`config.mk`:
```
export PLATFORM = sky130hd
export DESIGN_NAME = div_sqrt_sig_iter_flat
export DESIGN_NICKNAME = d
export VERILOG_FILES = /design/src/rtl/div_sqrt_sig_iter_pkg.sv /design/src/rtl/div_sqrt_sig_iter_if.sv /design/src/rtl/div_sqrt_sig_iter_step.sv /design/src/rtl/div_sqrt_sig_iter.sv /design/src/flat_wrapper.sv
export SDC_FILE = /design/constraint.sdc
export NUM_CORES = 1
export LEC_CHECK = 0
export ABC_CLOCK_PERIOD_IN_PS = 13300
export CAP_MARGIN = 30
export CORE_MARGIN = 1.5
export CORE_UTILIZATION = 47
export DETAILED_ROUTE_END_ITERATION = 12
export MAX_ROUTING_LAYER = met4
export PLACE_DENSITY_LB_ADDON = 0.3
export SYNTH_ARGS = -nofsm -noshare
export SYNTH_HDL_FRONTEND = slang
export SYNTH_HIERARCHICAL = 1
export SYNTH_SLANG_ARGS = --single-unit
```
`constraint.sdc`:
```
create_clock -name clk_i -period 13.3 [get_ports clk_i]
set_input_delay 2.66 -clock clk_i [delete_from_list [all_inputs] [get_ports clk_i]]
set_output_delay 2.66 -clock clk_i [all_outputs]
set_load 0.02 [all_outputs]
```
`src/rtl/div_sqrt_sig_iter_pkg.sv`:
```
// Shared types and width helpers for the iterative significand divide/sqrt engine.
package div_sqrt_pkg;

  typedef enum logic [1:0] {
    StIdle,
    StBusy,
    StDone
  } state_e;

  function automatic int unsigned q_w(input int unsigned sig_w);
    return sig_w + 2;
  endfunction

  function automatic int unsigned ncyc(input int unsigned sig_w, input int unsigned iters);
    return (q_w(sig_w) + iters - 1) / iters;
  endfunction

endpackage

```
`src/rtl/div_sqrt_sig_iter_if.sv`:
```
// Request/result bundle between FP unpack, the div/sqrt engine and the rounding stage.
interface div_sqrt_sig_iter_if #(
  parameter int unsigned SIG_W = 53,
  parameter int unsigned TAG_W = 5
);
  logic             in_ready_div;
  logic             in_ready_sqrt;
  logic             in_valid;
  logic             in_sqrt;
  logic [SIG_W-1:0] in_a;
  logic [SIG_W-1:0] in_b;
  logic             in_odd_exp;
  logic [TAG_W-1:0] in_tag;
  logic             kill;
  logic             out_valid_div;
  logic             out_valid_sqrt;
  logic             out_ready;
  logic [SIG_W+1:0] out_q;
  logic             out_sticky;
  logic [TAG_W-1:0] out_tag;

  modport master (
    input  in_ready_div, in_ready_sqrt, out_valid_div, out_valid_sqrt, out_q, out_sticky,
           out_tag,
    output in_valid, in_sqrt, in_a, in_b, in_odd_exp, in_tag, kill, out_ready
  );

  modport slave (
    input  in_valid, in_sqrt, in_a, in_b, in_odd_exp, in_tag, kill, out_ready,
    output in_ready_div, in_ready_sqrt, out_valid_div, out_valid_sqrt, out_q, out_sticky,
           out_tag
  );
endinterface

```
`src/rtl/div_sqrt_sig_iter_step.sv`:
```
// One combinational restoring step: divide (R vs b) or square root (R:2 bits vs 4q+1).
module div_sqrt_sig_step #(
  parameter int unsigned SIG_W = 53
) (
  input  logic             en_i,
  input  logic             sqrt_i,
  input  logic [SIG_W-1:0] b_i,
  input  logic [1:0]       rad_i,
  input  logic [SIG_W+2:0] rem_i,
  input  logic [SIG_W+1:0] q_i,
  output logic [SIG_W+2:0] rem_o,
  output logic [SIG_W+1:0] q_o
);

  logic [SIG_W+4:0] num, den, dif;
  logic             q_bit;
  logic [1:0]       unused_dif;

  always_comb begin
    if (sqrt_i) begin
      num = {rem_i, rad_i};
      den = {1'b0, q_i, 2'b01};
    end else begin
      num = {2'b00, rem_i};
      den = {5'b00000, b_i};
    end
    q_bit = (num >= den);
    dif   = q_bit ? (num - den) : num;
    rem_o = rem_i;
    q_o   = q_i;
    // Disabled steps pass through so surplus iterations of the last cycle are no-ops.
    if (en_i) begin
      q_o   = {q_i[SIG_W:0], q_bit};
      rem_o = sqrt_i ? dif[SIG_W+2:0] : {dif[SIG_W+1:0], 1'b0};
    end
  end

  assign unused_dif = dif[SIG_W+4:SIG_W+3];

endmodule

```
`src/rtl/div_sqrt_sig_iter.sv`:
```
// Iterative significand divide / square-root engine with backpressure, kill and tag passthrough.
module div_sqrt_sig_iter
  import div_sqrt_pkg::*;
#(
  parameter int unsigned SIG_W   = 53,
  parameter int unsigned ITERS   = 1,
  parameter int unsigned TAG_W   = 5,
  parameter int unsigned SQRT_EN = 1
) (
  input logic                clk_i,
  input logic                rst_ni,
  div_sqrt_sig_iter_if.slave io
);

  localparam int unsigned QW   = q_w(SIG_W);
  localparam int unsigned NCYC = ncyc(SIG_W, ITERS);
  localparam int unsigned RW   = SIG_W + 3;
  localparam int unsigned XW   = 2 * QW;
  localparam int unsigned CW   = $clog2(NCYC + 1);
  localparam int unsigned LAST = QW - (NCYC - 1) * ITERS;

  state_e           state_q, state_d;
  logic [CW-1:0]    cnt_q, cnt_d;
  logic [RW-1:0]    rem_q, rem_d;
  logic [QW-1:0]    q_q, q_d;
  logic [XW-1:0]    rad_q, rad_d;
  logic [SIG_W-1:0] b_q, b_d;
  logic             sqrt_q, sqrt_d;
  logic [TAG_W-1:0] tag_q, tag_d;
  logic             vdiv_q, vdiv_d, vsqrt_q, vsqrt_d, st_q, st_d;
  logic [QW-1:0]    oq_q, oq_d;
  logic [TAG_W-1:0] otag_q, otag_d;

  logic             rdy_div, rdy_sqrt, accept;
  logic [SIG_W:0]   x_in;
  logic [ITERS-1:0] step_en;
  logic [RW-1:0]    rem_c [ITERS+1];
  logic [QW-1:0]    q_c   [ITERS+1];

  assign rdy_div  = (state_q == StIdle);
  assign rdy_sqrt = (state_q == StIdle) && (SQRT_EN != 0);
  assign x_in     = io.in_odd_exp ? {io.in_a, 1'b0} : {1'b0, io.in_a};

  assign rem_c[0] = rem_q;
  assign q_c[0]   = q_q;

  for (genvar k = 0; k < ITERS; k++) begin : g_step
    assign step_en[k] = (cnt_q != CW'(1)) || (k < LAST);
    div_sqrt_sig_step #(.SIG_W(SIG_W)) u_step (
      .en_i  (step_en[k]),
      .sqrt_i(sqrt_q),
      .b_i   (b_q),
      .rad_i (rad_q[XW-1-2*k -: 2]),
      .rem_i (rem_c[k]),
      .q_i   (q_c[k]),
      .rem_o (rem_c[k+1]),
      .q_o   (q_c[k+1])
    );
  end

  always_comb begin
    state_d = state_q;
    cnt_d   = cnt_q;
    rem_d   = rem_q;
    q_d     = q_q;
    rad_d   = rad_q;
    b_d     = b_q;
    sqrt_d  = sqrt_q;
    tag_d   = tag_q;
    vdiv_d  = vdiv_q;
    vsqrt_d = vsqrt_q;
    oq_d    = oq_q;
    st_d    = st_q;
    otag_d  = otag_q;
    accept  = io.in_valid && !io.kill && (io.in_sqrt ? rdy_sqrt : rdy_div);
    unique case (state_q)
      StIdle: begin
        if (accept) begin
          state_d = StBusy;
          cnt_d   = CW'(NCYC);
          sqrt_d  = io.in_sqrt;
          b_d     = io.in_b;
          tag_d   = io.in_tag;
          q_d     = '0;
          rem_d   = io.in_sqrt ? '0 : {2'b00, io.in_a};
          rad_d   = {x_in, {(SIG_W + 3){1'b0}}};
        end
      end
      StBusy: begin
        // Extra cycle at count 0 registers the result, giving NCYC+1 latency.
        if (cnt_q != '0) begin
          rem_d = rem_c[ITERS];
          q_d   = q_c[ITERS];
          rad_d = rad_q << (2 * ITERS);
          cnt_d = cnt_q - CW'(1);
        end else begin
          state_d = StDone;
          vdiv_d  = !sqrt_q;
          vsqrt_d = sqrt_q;
          oq_d    = q_q;
          st_d    = |rem_q;
          otag_d  = tag_q;
        end
      end
      StDone: begin
        if (io.out_ready) begin
          state_d = StIdle;
          vdiv_d  = 1'b0;
          vsqrt_d = 1'b0;
        end
      end
      default: state_d = StIdle;
    endcase
    if (io.kill) begin
      state_d = StIdle;
      vdiv_d  = 1'b0;
      vsqrt_d = 1'b0;
    end
  end

  always_ff @(posedge clk_i or negedge rst_ni) begin
    if (!rst_ni) begin
      state_q <= StIdle;
      cnt_q   <= '0;
      rem_q   <= '0;
      q_q     <= '0;
      rad_q   <= '0;
      b_q     <= '0;
      sqrt_q  <= 1'b0;
      tag_q   <= '0;
      vdiv_q  <= 1'b0;
      vsqrt_q <= 1'b0;
      oq_q    <= '0;
      st_q    <= 1'b0;
      otag_q  <= '0;
    end else begin
      state_q <= state_d;
      cnt_q   <= cnt_d;
      rem_q   <= rem_d;
      q_q     <= q_d;
      rad_q   <= rad_d;
      b_q     <= b_d;
      sqrt_q  <= sqrt_d;
      tag_q   <= tag_d;
      vdiv_q  <= vdiv_d;
      vsqrt_q <= vsqrt_d;
      oq_q    <= oq_d;
      st_q    <= st_d;
      otag_q  <= otag_d;
    end
  end

  assign io.in_ready_div   = rdy_div;
  assign io.in_ready_sqrt  = rdy_sqrt;
  assign io.out_valid_div  = vdiv_q;
  assign io.out_valid_sqrt = vsqrt_q;
  assign io.out_q          = oq_q;
  assign io.out_sticky     = st_q;
  assign io.out_tag        = otag_q;

endmodule

```
`src/flat_wrapper.sv`:
```
// flat-port wrapper written by rule: the top's interface ports become plain ports
module div_sqrt_sig_iter_flat import div_sqrt_pkg::*;
#(
  parameter int unsigned SIG_W   = 53,
  parameter int unsigned ITERS   = 1,
  parameter int unsigned TAG_W   = 5,
  parameter int unsigned SQRT_EN = 1
)
  (clk_i, rst_ni, io_in_valid, io_in_sqrt, io_in_a, io_in_b, io_in_odd_exp, io_in_tag, io_kill, io_out_ready, io_in_ready_div, io_in_ready_sqrt, io_out_valid_div, io_out_valid_sqrt, io_out_q, io_out_sticky, io_out_tag);
  div_sqrt_sig_iter_if #(.SIG_W(SIG_W), .TAG_W(TAG_W)) io_i ();
  input logic clk_i;
  input logic rst_ni;
  input wire logic [$bits(io_i.in_valid)-1:0] io_in_valid;
  input wire logic [$bits(io_i.in_sqrt)-1:0] io_in_sqrt;
  input wire logic [$bits(io_i.in_a)-1:0] io_in_a;
  input wire logic [$bits(io_i.in_b)-1:0] io_in_b;
  input wire logic [$bits(io_i.in_odd_exp)-1:0] io_in_odd_exp;
  input wire logic [$bits(io_i.in_tag)-1:0] io_in_tag;
  input wire logic [$bits(io_i.kill)-1:0] io_kill;
  input wire logic [$bits(io_i.out_ready)-1:0] io_out_ready;
  output wire logic [$bits(io_i.in_ready_div)-1:0] io_in_ready_div;
  output wire logic [$bits(io_i.in_ready_sqrt)-1:0] io_in_ready_sqrt;
  output wire logic [$bits(io_i.out_valid_div)-1:0] io_out_valid_div;
  output wire logic [$bits(io_i.out_valid_sqrt)-1:0] io_out_valid_sqrt;
  output wire logic [$bits(io_i.out_q)-1:0] io_out_q;
  output wire logic [$bits(io_i.out_sticky)-1:0] io_out_sticky;
  output wire logic [$bits(io_i.out_tag)-1:0] io_out_tag;
  assign io_i.in_valid = io_in_valid;
  assign io_i.in_sqrt = io_in_sqrt;
  assign io_i.in_a = io_in_a;
  assign io_i.in_b = io_in_b;
  assign io_i.in_odd_exp = io_in_odd_exp;
  assign io_i.in_tag = io_in_tag;
  assign io_i.kill = io_kill;
  assign io_i.out_ready = io_out_ready;
  assign io_in_ready_div = io_i.in_ready_div;
  assign io_in_ready_sqrt = io_i.in_ready_sqrt;
  assign io_out_valid_div = io_i.out_valid_div;
  assign io_out_valid_sqrt = io_i.out_valid_sqrt;
  assign io_out_q = io_i.out_q;
  assign io_out_sticky = io_i.out_sticky;
  assign io_out_tag = io_i.out_tag;
  div_sqrt_sig_iter #(.SIG_W(SIG_W), .ITERS(ITERS), .TAG_W(TAG_W), .SQRT_EN(SQRT_EN)) u_core (.clk_i(clk_i), .rst_ni(rst_ni), .io(io_i));
endmodule
```
== After elaboration in Yosys (flattened, before gate mapping) ==
Index checks and enable logic that the tools add are counted.
W data, S select, Z words.
Storage, ports and cells
  logic and storage cells: 68
  input bits: 118
  bits in registers: 351
Operators by class
  $add $sub $neg: 2
  equality and inequality tests: 7
  magnitude comparators: 1
  bitwise gates (word level): 1
  reductions and logical operators: 14
  muxes and demuxes: 30
Operator list (number)
  $mux W56: 4
  $mux W110: 2
  $pmux W110 S2: 1
  $pmux W56 S2: 1
  $mux W55: 2
  $pmux W55 S2: 1
  $ge A58 B57 Y1: 1
  $mux W58: 1
  $mux W57: 1
  $reduce_or A56 Y1: 1
  $sub A56 B56 Y56: 1
  $mux W54: 1
  $mux W53: 1
  $mux W6: 2
  $pmux W6 S2: 1
  $reduce_and A3 Y1: 3
  $mux W2: 4
  $ne A3 B3 Y1 const B: 2
  $pmux W2 S3: 1
  $reduce_bool A6 Y1: 1
  $sub A6 B1 Y6 const B: 1
  $mux W1: 5
  $ne A2 B1 Y1 const B: 2
  $pmux W1 S2: 2
  10 further kinds: 13

== Depth between registers and ports, before layout ==
  word-level depth: 6
  gate-level depth with buffers: 24
  mapped depth without buffers: 14

== Hierarchy ==
The synthesis kept the hierarchy.
Modules (own cells, without submodules)
  div_sqrt_sig_iter: times used 1, area each 12879.9 um2, sequential area each 7382.1 um2, cells each 1239
  div_sqrt_sig_step: times used 1, area each 7793.7 um2, sequential area each 0.0 um2, cells each 1052

== Worst setup path after synthesis ==
Ideal clock, no wire load.
  path kind: register to register
  start: register u_core.sqrt_q
  end: register u_core.rem_q[38]
  cell stages (with the launch flop): 21
  path slack: 8128 ps
  data required time: 13167 ps
  setup time: 133 ps
  buffers on the path: 7
  clock period less this slack: 5172 ps
  data arrival time: 5039 ps
  cells stage by stage: dfrtp_1 clkbuf_1 clkbuf_1 buf_1 clkbuf_1 clkbuf_1 buf_1 mux2i_1 ha_1 clkbuf_1 a21oi_1 o21ai_0 a221o_1 nor2b_1 a211oi_2 o21ai_1 xor2_1 mux4_2 mux2_2 a21oi_1 o21ai_0
RTL lines
  start, declared: line div_sqrt_sig_iter.sv:28  | logic sqrt_q, sqrt_d;
  start signal, assigned: line div_sqrt_sig_iter.sv:143  | sqrt_q <= sqrt_d;
  end signal, assigned: line div_sqrt_sig_iter.sv:139  | rem_q <= rem_d;
  end, declared: line div_sqrt_sig_iter.sv:24  | logic [RW-1:0] rem_q, rem_d;

==> impl_results.md <==
- Leakage: 0.0107 µW
- HPWL after detailed placement: 49,000 µm
- Gate Count Post-Synth: 2,291
- Final #Nets: 2,525
- Residual DRC count: 0
- CP Max Fanout: between 50 and 60
- Slew Limit Fails: 0
- Avg Inst Size Synth: 9.02 µm²
- Htree depth: 2
- Clock Skews: between 30 and 40 ps
- Starting density of the core: 47.8%
- Via count: 18,600
- Hold_sp: u_core/b_q[42]
- Final ANT Viol Nets: 0
- FMAX: 163 MHz
- Die area: 45,300 µm²
- Layout Cells excl Fill: 2,956
- Most common library cell in the layout ignoring fill and taps: dfrtp_1
- Total gr overflow: 0
- Sequential share of power: 23.8%
- Hold_buf cts: 0
- R2r startpoint: u_core/sqrt_q
- Largest net degree at the start of global routing: 115
- Final hold violations: 0
- Most frequent cells in the layout: 294 x dfrtp_1, 276 x nand2_1, 197 x a21oi_1
- Mux cell area share after synthesis: 18.2%
- Worst slew pin tran: 1250 ps
- Post-synthesis sequential area ratio: 35.7%
- Compound-Gate Fraction of Synth Area: 18.8%
- Status: complete, no violations
- Switching pwr: 2300 µW
- First-pass GRT wire length: 107,000 µm
- Int Power: 2680 µW
- CTS tree: done
- Switch share: a little under half
- FILL cells: roughly 3,900
- Synth unique cells: 96
- Via-to-Cell Ratio: 6.29
- Die W: 213 µm
- Core Rows: 76
- Antenna violations before repair: 0
- Port Buffers: about 180
- Max cap viols: 0
- Xor and xnor area share after synthesis: 1.53%
- Setup TNS: 0 ps
- Routed WL: between 60,000 and 70,000 µm
- FF+latch count, synth: 295
- DRT iter0 DRCs: 2,150
- Mapped Nets: 2,469
- Antenna cells: 0
- I/O pins: 183
- Max clock buf depth: 3
- Max-Slew Margin vs Limit: 15.8%
- CTS Sinks: 295
- Tcrit/Tclk final: 46.0%
- Netlist Area Pre-Place: 20,700 µm²
- DR pass1 iterations: 9
- Top cells by area, synth: dfrtp_1 36%, mux2_2 10%, mux2i_1 7.1%
- Clock latency on the worst-skew pair: 560 ps
- Clock Tree Root: clkbuf_16
- Post-synth EDFFs: 0
- Gate power share: 55.7%
- Final setup violation count: 0
- Syn-to-layout area delta: 15.5%
- Largest family of logic cells by synthesized area: compound AO/OA/AOI/OAI gates
- Critical Path End Type: flop
- Maximum VDD drop: 0.000129 V
- Gpl congestion: 1.02
- Reg clk slew, reported paths: 60 ps
- Drt wl/cell: 23.3 µm
- Share of layout cells above drive strength 1: a little over an eighth
- # placed instances: 2,892
- Adder-cell share of the synthesized area: around 3.7%
- Yosys synthesis warning count: 6
- Simple-Gate Fraction of Synth Area: 17.5%
- Top_reg_cell synth: dfrtp_1
- Area leader, netlist: dfrtp_1
- Cts bufs inserted: 34
- Share of the synthesized area in the top cell type: 35.7%
- Crit. Startpoint: u_core/sqrt_q
- Minimum clock period: 6120 ps
- Clock power share: between 20% and 30%
- Required time worst endpoint: between 10,000 and 15,000 ps
- Startpoint Class: flop
- Power per cell area: ~210 nW/µm²
- Worst Hold Class: reg2reg
- Async SR Flop Fraction: 100%
- Crit path DAT: 6530 ps
- RSZ-0062 raised after global routing: no
- Die height: 213 µm
- Post-CTS setup buffers: 0
- Core Region: between 40,000 and 50,000 µm²
- Vias in the first global route: around 18,000
- Setup Crit Path Kind: reg2reg
- Post_cts resized: 0
- Gr usage total: approximately 31%
sequential cells by signal (all words and copies together), names as in the netlist:
register,cells
u_core/state_q,2
u_core/io.out_valid_div,1
u_core/io.out_tag,5
u_core/b_q,53
u_core/io.out_valid_sqrt,1
u_core/sqrt_q,1
u_core/cnt_q,6
u_core/io.out_sticky,1
u_core/q_q,55
u_core/io.out_q,55
u_core/rad_q,54
u_core/tag_q,5
u_core/rem_q,56
final cells by class:
| cell class | count | area (µm²) | area share, % |
|---|---|---|---|
| inverters | 25 | 93.8 | 0.393 |
| multi-input cells | 1786 | 12400 | 51.8 |
| repair buffers | 205 | 2070 | 8.66 |
| flip-flops and latches | 295 | 7390 | 30.9 |
| well taps | 585 | 732 | 3.07 |
| clock buffers | 42 | 921 | 3.86 |
| clock inverters | 18 | 298 | 1.25 |
synth_stat cells (all sizes together), types with 16 or more instances:
library cell    n
ha             59
dfrtp         295
nor3b          54
clkbuf        103
mux2i         147
a21oi         199
nor3           16
mux2          191
nand3         129
a21o           26
nor4           25
nand2         280
and2           21
a211oi         25
a22o           62
inv            23
o21ai         161
nor2          122
xnor2          22
buf            82
nand4          30
per-stage QoR:
stage | util (%) | hold WS, ps | area (µm²) | setup slack (ps) | power [µW]
6_report | 55.2 | 469 | 23900 | 7180 | 4990
4_1_cts | 55.0 | 475 | 23800 | 7300 | 4910
3_3_place_gp | 52.1 | 454 | 22500 | 7410 | 3870
5_1_grt | 55.2 | 491 | 23900 | 6850 | 5260
2_1_floorplan | - | 437 | 20700 | 8130 | 3100
3_5_place_dp | 52.2 | 462 | 22600 | 7300 | 3870
kinds of logic after synthesis:
| kind of cell | after synthesis |
|---|---|
| xor+xnor | 36 |
| fa+ha+maj | 60 |
| buf+inv | 210 |
| simple gates | 737 |
| mux | 344 |
| other cells | 1 |
| compound gates | 608 |
| flops | 295 |
power by group through the flow:
stage                     Clock (µW)  Sequential, µW  Combinational, µW
final                           1020            1190               2780
after global routing            1070            1200               2990
after CTS                       1040            1180               2700
after detailed placement           0            1190               2690
after global placement             0            1190               2680
after floorplan                    0            1110               1990
worst max-delay path, stage by stage, from the launching register on:
cell and delay [ps]:
dfrtp_4 770, buf_4 820, mux2_2 430, ha_1 540, nand4_1 290, nor4_2 550
nand4_1 150, o311a_1 160, o211ai_1 210, or2_2 430, buf_4 510, mux2i_1 380
mux2i_1 130, mux2_2 280, a21oi_1 110, o21ai_0 100
layer usage:
layer / part of all wire, % / wire [µm] / global-route usage [%] / vias up
li1: - / - / - / 8524
met1: 49 / 33800 / 48.2 / 9233
met2: 42 / 28800 / 43.2 / 775
met3: 7.2 / 4950 / 3.66 / 75
met4: 1.8 / 1270 / 7.31 / 0
met5: 0 / 0 / - / -
path summary, 6_finish.rpt:
| check | endpoint | slack (ps) | depth (start not counted) |
|---|---|---|---|
| max | u_core/rem_q[3] | 7180 | 15 |
| max in group asynchronous | u_core/b_q[37] | 9630 | 5 |
| min | u_core/b_q[42] | 470 | 2 |
| min reg2reg | u_core/b_q[42] | 470 | 2 |
| max reg2reg | u_core/rem_q[3] | 7180 | 15 |
| min in group asynchronous | u_core/rad_q[68] | 2070 | 1 |
Power figures use the tool's default switching activity.
